**src/rtl/lm_sm_sequencer_if.sv**
```systemverilog
// Memory beat handshake between the LM/SM sequencer (master) and the data memory (slave).
interface lm_sm_sequencer_if #(
    parameter int DATA_W = 16
);
    logic              mem_req;
    logic              mem_we;
    logic [DATA_W-1:0] mem_addr;
    logic              mem_ack;

    modport master (output mem_req, output mem_we, output mem_addr, input mem_ack);
    modport slave  (input mem_req, input mem_we, input mem_addr, output mem_ack);
endinterface

```
**src/rtl/lm_sm_sequencer.sv**
```systemverilog
// Load-multiple / store-multiple sequencer: walks the register mask lowest bit first,
// issuing one req/ack memory beat per selected register.
module lm_sm_sequencer #(
    parameter int         DATA_W = 16,
    parameter int         NREGS  = 8,
    parameter int         REG_AW = 3,
    parameter logic [3:0] OPC_LM = 4'b0110,
    parameter logic [3:0] OPC_SM = 4'b0111
) (
    input  logic                  clk,
    input  logic                  rst,
    input  logic                  start,
    input  logic [DATA_W-1:0]     ir,
    input  logic [DATA_W-1:0]     base_addr,
    input  logic                  flush,
    output logic                  ready,
    output logic                  busy,
    lm_sm_sequencer_if.master     mem,
    output logic [REG_AW-1:0]     reg_addr,
    output logic                  rf_we,
    output logic                  done,
    output logic [REG_AW:0]       xfer_count
);

    localparam logic [1:0] S_IDLE = 2'd0;
    localparam logic [1:0] S_XFER = 2'd1;
    localparam logic [1:0] S_DONE = 2'd2;

    logic [1:0]        state_q,  state_d;
    logic [NREGS-1:0]  mask_q,   mask_d;
    logic [DATA_W-1:0] base_q,   base_d;
    logic [DATA_W-1:0] offset_q, offset_d;
    logic              op_sm_q,  op_sm_d;
    logic [REG_AW:0]   count_q,  count_d;

    logic [3:0]        opcode;
    logic              opc_ok;
    logic              beat_ack;
    logic [REG_AW-1:0] low_idx;
    logic [NREGS-1:0]  mask_rest;

    // Lowest set bit of the remaining mask selects the register for this beat.
    always_comb begin
        low_idx = '0;
        for (int i = NREGS - 1; i >= 0; i--) begin
            if (mask_q[i]) low_idx = REG_AW'(i);
        end
    end

    always_comb begin
        opcode    = ir[DATA_W-1 -: 4];
        opc_ok    = (opcode == OPC_LM) || (opcode == OPC_SM);
        beat_ack  = (state_q == S_XFER) && mem.mem_ack;
        mask_rest = mask_q & (mask_q - NREGS'(1));

        state_d  = state_q;
        mask_d   = mask_q;
        base_d   = base_q;
        offset_d = offset_q;
        op_sm_d  = op_sm_q;
        count_d  = count_q;

        case (state_q)
            S_IDLE: begin
                if (start && !flush && opc_ok) begin
                    mask_d   = ir[NREGS-1:0];
                    base_d   = base_addr;
                    offset_d = '0;
                    count_d  = '0;
                    op_sm_d  = (opcode == OPC_SM);
                    state_d  = (|ir[NREGS-1:0]) ? S_XFER : S_DONE;
                end
            end
            S_XFER: begin
                if (beat_ack) begin
                    mask_d   = mask_rest;
                    offset_d = offset_q + DATA_W'(1);
                    count_d  = count_q + (REG_AW+1)'(1);
                end
                // A flushed beat that is acked still retires; only the sequence is dropped.
                if (flush)
                    state_d = S_IDLE;
                else if (beat_ack && (mask_rest == '0))
                    state_d = S_DONE;
            end
            S_DONE:  state_d = S_IDLE;
            default: state_d = S_IDLE;
        endcase
    end

    always_ff @(posedge clk) begin
        if (!rst) begin
            state_q  <= S_IDLE;
            mask_q   <= '0;
            base_q   <= '0;
            offset_q <= '0;
            op_sm_q  <= 1'b0;
            count_q  <= '0;
        end else begin
            state_q  <= state_d;
            mask_q   <= mask_d;
            base_q   <= base_d;
            offset_q <= offset_d;
            op_sm_q  <= op_sm_d;
            count_q  <= count_d;
        end
    end

    assign ready        = (state_q == S_IDLE);
    assign busy         = (state_q != S_IDLE);
    assign mem.mem_req  = (state_q == S_XFER);
    assign mem.mem_we   = (state_q == S_XFER) && op_sm_q;
    assign mem.mem_addr = (state_q == S_XFER) ? (base_q + offset_q) : '0;
    assign reg_addr     = (state_q == S_XFER) ? low_idx : '0;
    assign rf_we        = beat_ack && !op_sm_q;
    assign done         = (state_q == S_DONE) && !flush;
    assign xfer_count   = count_q;

endmodule

```
**src/flat_wrapper.sv**
```systemverilog
// flat-port wrapper written by rule: the top's interface ports become plain ports
module lm_sm_sequencer_flat 
#(
    parameter int         DATA_W = 16,
    parameter int         NREGS  = 8,
    parameter int         REG_AW = 3,
    parameter logic [3:0] OPC_LM = 4'b0110,
    parameter logic [3:0] OPC_SM = 4'b0111
)
  (clk, rst, start, ir, base_addr, flush, ready, busy, reg_addr, rf_we, done, xfer_count, mem_mem_req, mem_mem_we, mem_mem_addr, mem_mem_ack);
  lm_sm_sequencer_if #(.DATA_W(DATA_W)) mem_i ();
  input  logic clk;
  input  logic rst;
  input  logic start;
  input  logic [DATA_W-1:0] ir;
  input  logic [DATA_W-1:0] base_addr;
  input  logic flush;
  output logic ready;
  output logic busy;
  output logic [REG_AW-1:0] reg_addr;
  output logic rf_we;
  output logic done;
  output logic [REG_AW:0] xfer_count;
  output wire logic [$bits(mem_i.mem_req)-1:0] mem_mem_req;
  output wire logic [$bits(mem_i.mem_we)-1:0] mem_mem_we;
  output wire logic [$bits(mem_i.mem_addr)-1:0] mem_mem_addr;
  input wire logic [$bits(mem_i.mem_ack)-1:0] mem_mem_ack;
  assign mem_mem_req = mem_i.mem_req;
  assign mem_mem_we = mem_i.mem_we;
  assign mem_mem_addr = mem_i.mem_addr;
  assign mem_i.mem_ack = mem_mem_ack;
  lm_sm_sequencer #(.DATA_W(DATA_W), .NREGS(NREGS), .REG_AW(REG_AW), .OPC_LM(OPC_LM), .OPC_SM(OPC_SM)) u_core (.clk(clk), .rst(rst), .start(start), .ir(ir), .base_addr(base_addr), .flush(flush), .ready(ready), .busy(busy), .mem(mem_i), .reg_addr(reg_addr), .rf_we(rf_we), .done(done), .xfer_count(xfer_count));
endmodule
```
**config.mk**
```make
export PLATFORM = sky130hd
export DESIGN_NAME = lm_sm_sequencer_flat
export DESIGN_NICKNAME = d
export VERILOG_FILES = /design/src/rtl/lm_sm_sequencer_if.sv /design/src/rtl/lm_sm_sequencer.sv /design/src/flat_wrapper.sv
export SDC_FILE = /design/constraint.sdc
export NUM_CORES = 1
export LEC_CHECK = 0
export BUFFER_PORTS_ARGS = -buffer_cell sky130_fd_sc_hd__buf_2
export CAP_MARGIN = 20
export CORE_ASPECT_RATIO = 1.75
export CORE_MARGIN = 2
export CORE_UTILIZATION = 35
export DETAILED_ROUTE_END_ITERATION = 12
export GPL_TIMING_DRIVEN = 0
export PLACE_DENSITY = 0.61
export SLEW_MARGIN = 40
export SYNTH_ARGS = -nofsm -noshare
export SYNTH_HDL_FRONTEND = slang
export SYNTH_SLANG_ARGS = --single-unit
```
**constraint.sdc**
```tcl
create_clock -name clk -period 7.2 [get_ports clk]
set_input_delay 1.44 -clock clk [delete_from_list [all_inputs] [get_ports clk]]
set_output_delay 1.44 -clock clk [all_outputs]
set_load 0.01 [all_outputs]
```
==> results by group, run 1 <==
Worst setup path
  • R2R cell count: 4
  • Critical path required time: 5.76 ns
  • Slowest CP cell: a41oi_1
  • Top Family by Delay on Critical Path: compound AO/OA/AOI/OAI gates
  • Critical Path AT: roughly 2.8 ns
  • Worst-path maximum fanout: 5
  • Crit. End Element: primary output
  • Delay of the slowest critical-path stage: 0.48 ns
  • CP Buf/Inv Count: 1
  • Crit Path Class: reg2out
  • Startpoint types: register
  • Critical Path Stages: 8
  • CP cell instances: ha_1 -> fa_1 -> a21oi_1 -> o211ai_1 -> a41oi_1 -> mux2i_1 -> o311ai_0 -> buf_2

Yosys
  • Top FF cell, synth: dfxtp_1
  • Seq cells post-synth: 47
  • Syn Nets: about 440
  • Yosys top cell by area: dfxtp_1
  • Syn Area/Cell: between 7 and 8 sq um
  • Register area share after synthesis: between 30% and 40%
  • Post-synth EDFFs: 0
  • Yosys cell types: 49
  • Synth top area share: approximately a third
  • Synth Warn #: 0
  • Cell count after synthesis: approximately 390
  • Mapped cell area: 0.00292 sq mm
  • Synth area leaders: dfxtp_1 (32%), a21oi_1 (8.7%), ha_1 (7.3%)
  • Asr flop ratio synth: 0%

Floorplanning
  • Die ar.: ~0.0091 sq mm
  • I/O pins: between 60 and 70
  • Initial Utilization: between 30% and 40%
  • # rows: between 40 and 50
  • Core area: 0.00820 sq mm
  • Die Ht: between 100 and 150 microns
  • Die X: about 73 microns

Clock tree
  • # Post-CTS Setup Buffers: 0
  • Clk_lat worst skew: a little under 0.3 ns
  • CTS tree: built
  • Clock slew seen by the registers of the worst setup and hold paths: 0.07 ns
  • Post-cts sizing count: 0
  • # hold bufs at CTS: 0
  • Clk root buf: clkbuf_16
  • Clk sinks: 47
  • Total CTS buffers: 5
  • Clk buf depth: 2
  • H-tree Lvls: 2

Global routing
  • GRT overflow: 0
  • GRT Total Usage: between 10% and 20%
  • Largest net degree at the start of global routing: 15
  • Initial antenna violation count: 0
  • Number of global-route vias before repair: between 2000 and 3000
  • Wire length of the first global-routing pass: approximately 14000 microns

Place
  • Worst slack at placement: approximately 3.3 ns
  • Post-DP Area: between 0.003 and 0.004 sq mm
  • Number of port buffers: just over 60
  • HPWL after DPL: around 6700 microns
  • Gp weighted congestion: ~0.9

Detailed routing
  • DRC violations left: 0
  • Post-DRT Antenna Nets: 0
  • Total wire length: roughly 8500 microns
  • Vias: around 3000
  • Avg WL per Cell: between 15 and 20 microns
  • Pre-antenna DRT Iters: 4
  • Initial DRC count: about 130
  • Via density: roughly 5.5

Final layout
  • Seq. cell area: 941 sq um
  • Final instance area: ~0.0035 sq mm
  • Area Growth Syn to Fin: 20.4%
  • Fill cells: 840
  • Multi-input gate area: 0.00187 sq mm
  • Most frequent cells in the layout: buf_2 (61), nand2_1 (55), a21oi_1 (51)
  • Ant diodes: 0
  • Nets: slightly above 500
  • Layout cell share with drive strength beyond 1: ~16%
  • Final Util: between 40 and 50%
  • Most common cell after layout, fill and taps aside: buf_2

Worst hold path
  • Hold path cells: 2
  • HP Class: reg2reg

Power and ir drop
  • Maximum VDD drop: 0.165 mV
  • P_leak: 0.00142 uW
  • Net Sw Frac: a little over a fifth
  • Internal: 447 uW
  • Sequential fraction of design power: 46.3%
  • Clock power frac: about half
  • Comb power frac: 5.6%
  • Pwr dens: between 150 and 200 mW/mm^2
  • Switching pwr: approximately 120 uW
  • Total Power: 569 uW

STA
  • Final hold violations: 0
  • Final worst slack: 2.97 ns
  • Post-route minimum period: 4.23 ns
  • Final setup fails: 0
  • RSZ-0062 raised after global routing: no
  • Final count of pins violating max slew: 0
  • Peak Freq: between 200 and 250 MHz
  • Slew @ Worst Pin: around 0.64 ns
  • Final period util: 58.7%
  • Setup TNS: 0 ns
  • Setup Skew: ~0.0085 ns
  • Slew Limit Headroom: between 50% and 60%

Run status
  • Status: finished, final reports clean

Job
  • Max Cap Viol: 0
registers in the layout, summed over array words and instances (netlist names):
signal / flops
u_core.state_q: 2
u_core.mask_q: 8
u_core.offset_q: 16
u_core.base_q: 16
u_core.op_sm_q: 1
u_core.xfer_count: 4
worst paths after layout:
check | slack, ns | start | end
setup reg to reg | 4.91 | u_core.mask_q[0]$_SDFFE_PN0P_ | u_core.state_q[1]$_SDFFE_PN0P_
hold / removal | 0.46 | u_core.base_q[8]$_SDFFE_PN0P_ | u_core.base_q[8]$_SDFFE_PN0P_
setup / recovery | 2.97 | u_core.offset_q[0]$_SDFFE_PN0P_ | mem_mem_addr[12]
hold reg to reg | 0.46 | u_core.base_q[8]$_SDFFE_PN0P_ | u_core.base_q[8]$_SDFFE_PN0P_
power groups by stage:
stage	Sequential, uW	Combinational, uW	Clock, uW
6_report	264	32.0	274
5_1_grt	264	35.8	287
4_1_cts	264	32.0	278
3_5_place_dp	270	31.8	0
3_3_place_gp	269	31.6	0
2_1_floorplan	269	15.4	0
metal layers:
metal | routed length, microns | vias to the layer above | part of all wire (%) | global-route usage, %
met3 | 324 | 12 | 3.8 | 2.43
met5 | 0 | - | 0 | 0
met4 | 182 | 0 | 2.1 | 7.63
li1 | - | 1510 | - | -
met2 | 4680 | 102 | 55 | 36.6
met1 | 3300 | 1377 | 39 | 20.8
cell usage after synthesis, types with 2 or more instances:
library cell  count
a21oi_1          51
dfxtp_1          47
o21ai_0          15
or2_2             2
nor3b_1           2
nor2_1           50
nand3_1           8
xnor2_1          15
a2111oi_0         2
nor3_1           11
o311ai_0          2
inv_1             9
and4_1            2
a22oi_1           2
and3_1            5
nor4b_1           4
a41oi_1           5
nor2b_1           3
nor4_1            2
clkbuf_1         17
nand2_1          55
a21boi_0          2
o211ai_1          3
mux2i_1           3
ha_1             17
nand2b_1          2
xor2_1            9
a21o_1            3
o21a_1            2
or3_1             3
and2_1            5
nand4_1           8
a211oi_1          2
or4_1             2
and3b_1           2
buf_1             2
metrics by stage:
stage               hold WS, ns  instances
global route              0.490        548
floorplan                 0.440        387
global placement          0.449        540
finish                    0.462        548
CTS                       0.467        548
detailed placement        0.459        540
kinds of logic (layout without fill, tap and decap cells):
| group | Yosys count | after routing | share of synthesized area [%] |
|---|---|---|---|
| multiplexers | 3 | 3 | 1.03 |
| AO/OA/AOI/OAI | 97 | 97 | 20.0 |
| adder cells (fa/ha/maj) | 19 | 19 | 8.32 |
| AND/OR/NAND/NOR | 169 | 169 | 27.6 |
| XOR/XNOR | 24 | 24 | 7.20 |
| buffers and inverters | 28 | 97 | 3.60 |
| flip-flops | 47 | 47 | 32.2 |
worst min-delay path, stage by stage, from the launching register on:
cell     delay [ns]
dfxtp_1        0.31
nand2_1        0.05
a21oi_1        0.05
area by class of cell:
| class | instances | area share [%] |
|---|---|---|
| repair buffers | 61 | 8.69 |
| well taps | 92 | 3.28 |
| clock inverters | 2 | 0.998 |
| clock buffers | 6 | 3.95 |
| plain buffers | 19 | 2.03 |
| flip-flops and latches | 47 | 26.8 |
| inverters | 9 | 0.962 |
| multi-input cells | 312 | 53.3 |
Power figures use the tool's default switching activity.
==> inputs of run 2 (changes only) <==
- PLACE_DENSITY: 0.61 -> 0.63
- clock period: 7.2 -> 3.55 ns (I/O delays scaled with it)
==> run 2 against run 1 <==
Net effect:
- final area is 0.64% lower
- clock skew decreased by 0.0041 ns
- clock-buffer cell count stayed put
- sequential power up 100%
- critical path type unchanged
- largest cell class unchanged
==> results by group, run 2 (same netlist as run 1, synthesis figures left out) <==
Run status
  • Status: finished, final reports clean

Detailed routing
  • DRC violations left: 0 (unchanged)
  • Pre-antenna DRT Iters: 4 (unchanged)
  • Met2 wire length: 4310 microns (-7.9%)
  • Avg WL per Cell: 15.1 microns (-2.5%)
  • Vias: 3021 (+0.67%)
  • Met1 wire length: 3150 microns (-4.5%)
  • Initial DRC count: 143 (+13%)
  • Met3 wire length: 413 microns (+27%)
  • Total wire length: 8250 microns (-2.7%)
  • Post-DRT Antenna Nets: 0 (unchanged)
  • Via density: 5.52 (+0.85%)
  • Max layer used: met4

Worst setup path
  • Crit. End Element: primary output
  • RR Endpoint: u_core.offset_q[7]$_SDFFE_PN0P_
  • Critical path required time: 2.84 ns (-2.92 ns)
  • Reg-to-reg slack, setup: 1.35 ns (-3.56 ns)
  • Top Family by Delay on Critical Path: compound AO/OA/AOI/OAI gates
  • Reg2reg start: u_core.state_q[1]$_SDFFE_PN0P_
  • CP Buf/Inv Count: 1 (unchanged)
  • Startpoint types: register
  • Delay of the slowest critical-path stage: 0.42 ns (-0.06 ns)
  • Crit Path Class: reg2out
  • Critical Path Stages: 8 (unchanged)
  • Slowest CP cell: fa_1
  • Worst-path maximum fanout: 5 (unchanged)
  • CP cell instances: ha_1 -> fa_1 -> a21oi_1 -> o211ai_1 -> a41oi_2 -> mux2i_1 -> o311ai_0 -> buf_2
  • R2R cell count: 5 (+1)
  • Critical Path AT: 2.63 ns (-0.16 ns)

Worst hold path
  • Hold EP: u_core.base_q[9]$_SDFFE_PN0P_
  • Hold path cells: 2 (unchanged)
  • HP Class: reg2reg
  • Hold_sp: u_core.base_q[9]$_SDFFE_PN0P_

Global routing
  • Initial antenna violation count: 0 (unchanged)
  • Largest net degree at the start of global routing: 14 (-1)
  • Number of global-route vias before repair: 2997 (+3.5%)
  • GRT overflow: 0 (unchanged)
  • GRT Total Usage: 19.0% (-0.45 points)
  • Wire length of the first global-routing pass: 13800 microns (-0.60%)

Floorplanning
  • # rows: 44 (unchanged)
  • Initial Utilization: 35.6% (unchanged)
  • I/O pins: 66 (unchanged)
  • Die X: 73.0 microns (unchanged)
  • Die ar.: 0.00911 sq mm (unchanged)
  • Core area: 0.00820 sq mm (unchanged)
  • Die Ht: 125 microns (unchanged)

Place
  • Gp weighted congestion: 0.836 (-8.4%)
  • Number of port buffers: 61 (unchanged)
  • HPWL after DPL: 6600 microns (-1.3%)

STA
  • Final setup fails: 0 (unchanged)
  • Final period util: between 90% and 100%
  • Post-route minimum period: between 3 and 4 ns
  • Final hold violations: 0 (unchanged)
  • Setup Skew: 0.00438 ns (-0.00408 ns)
  • Slew @ Worst Pin: 0.591 ns (-0.0523 ns)
  • RSZ-0062 raised after global routing: no
  • Setup TNS: 0 ns (unchanged)
  • Peak Freq: between 200 and 300 MHz
  • Final count of pins violating max slew: 0 (unchanged)
  • Slew Limit Headroom: 59.6% (+3.6 points)

Clock tree
  • Clock slew seen by the registers of the worst setup and hold paths: 0.06 ns (about the same)
  • Post-cts sizing count: 0 (unchanged)
  • Clk buf depth: 2 (unchanged)
  • H-tree Lvls: 2 (unchanged)
  • # Post-CTS Setup Buffers: 0 (unchanged)
  • # hold bufs at CTS: 0 (unchanged)
  • CTS tree: built
  • Clk root buf: clkbuf_16
  • Total CTS buffers: 5 (unchanged)
  • Clk_lat worst skew: 0.29 ns (about the same)
  • Clk sinks: 47 (unchanged)

Power and ir drop
  • Pwr dens: 307 mW/mm^2 (+89%)
  • Maximum VDD drop: 0.320 mV (+94%)
  • P_leak: 0.00140 uW (-0.98%)
  • Total Power: 1070 uW (+88%)

Final layout
  • Layout cell share with drive strength beyond 1: 16.0% (+0.035 points)
  • Final Util: 42.5% (-0.27 points)
  • Largest regs: u_core.base_q (16), u_core.offset_q (16), u_core.mask_q (8)
  • Area Growth Syn to Fin: 19.6%
  • Most frequent cells in the layout: buf_2 (61), nand2_1 (55), a21oi_1 (51)
  • Most common cell after layout, fill and taps aside: buf_2
  • Nets: 510 (unchanged)
  • Ant diodes: 0 (unchanged)

Job
  • Max Cap Viol: 0 (unchanged)
-- run 2: cell types whose count changed in the layout (fill, tap and decap cells not counted) --
| cell | previous run | this run |
|---|---|---|
| a41oi_2 | 0 | 1 |
| bufinv_16 | 1 | 0 |
| a41oi_1 | 5 | 4 |
-- run 2: how the worst max path moves through the flow --
stage                                         start          endpoint  slack [ns]
global route        u_core.offset_q[0]$_SDFFE_PN0P_  mem_mem_addr[12]        0.07
floorplan           u_core.offset_q[0]$_SDFFE_PN0P_  mem_mem_addr[12]        0.82
finish              u_core.offset_q[0]$_SDFFE_PN0P_  mem_mem_addr[12]        0.21
CTS                 u_core.offset_q[0]$_SDFFE_PN0P_  mem_mem_addr[12]        0.03
detailed placement  u_core.offset_q[0]$_SDFFE_PN0P_  mem_mem_addr[12]        0.35
global placement    u_core.offset_q[0]$_SDFFE_PN0P_  mem_mem_addr[12]        0.36
-- run 2: metal layers --
metal	vias to the layer above	track usage, %
li1	1503	-
met1	1382	20.3
met2	105	33.4
met3	31	3.24
met4	0	11.1
met5	-	0
-- run 2: cell type report --
type,instances,area (sq um)
well taps,92,115
fillers,842,4710
flip-flops and latches,47,941
multi-input cells,312,1880
clock buffers,6,139
clock inverters,1,5.00
repair buffers,61,305
plain buffers,19,71.3
inverters,9,33.8
-- run 2: where the power goes --
group          leakage [uW]  total (uW)  switching, uW  internal [uW]
combinational      0.000950        64.2           39.0           25.2
sequential         0.000379         535           3.80            531
clock             0.0000727         471            196            275
total               0.00140        1070            239            831
-- run 2: through the flow --
| stage | hold slack [ns] | worst slack [ns] | std cells | area, sq um |
|---|---|---|---|---|
| after floorplan | 0.440 | 0.822 | 387 | 2920 |
| after global placement | 0.450 | 0.355 | 540 | 3340 |
| after detailed placement | 0.454 | 0.350 | 540 | 3340 |
| after CTS | 0.463 | 0.0282 | 547 | 3480 |
| after global routing | 0.484 | 0.0659 | 547 | 3490 |
| final | 0.463 | 0.212 | 547 | 3490 |
-- run 2: tightest hold or removal path, delay by kind of cell, from the launching register on --
family,cells,cell delay [ns]
AOI/OAI and AO/OA,1,0.05
DFF,1,0.31
and+or+nand+nor,1,0.05
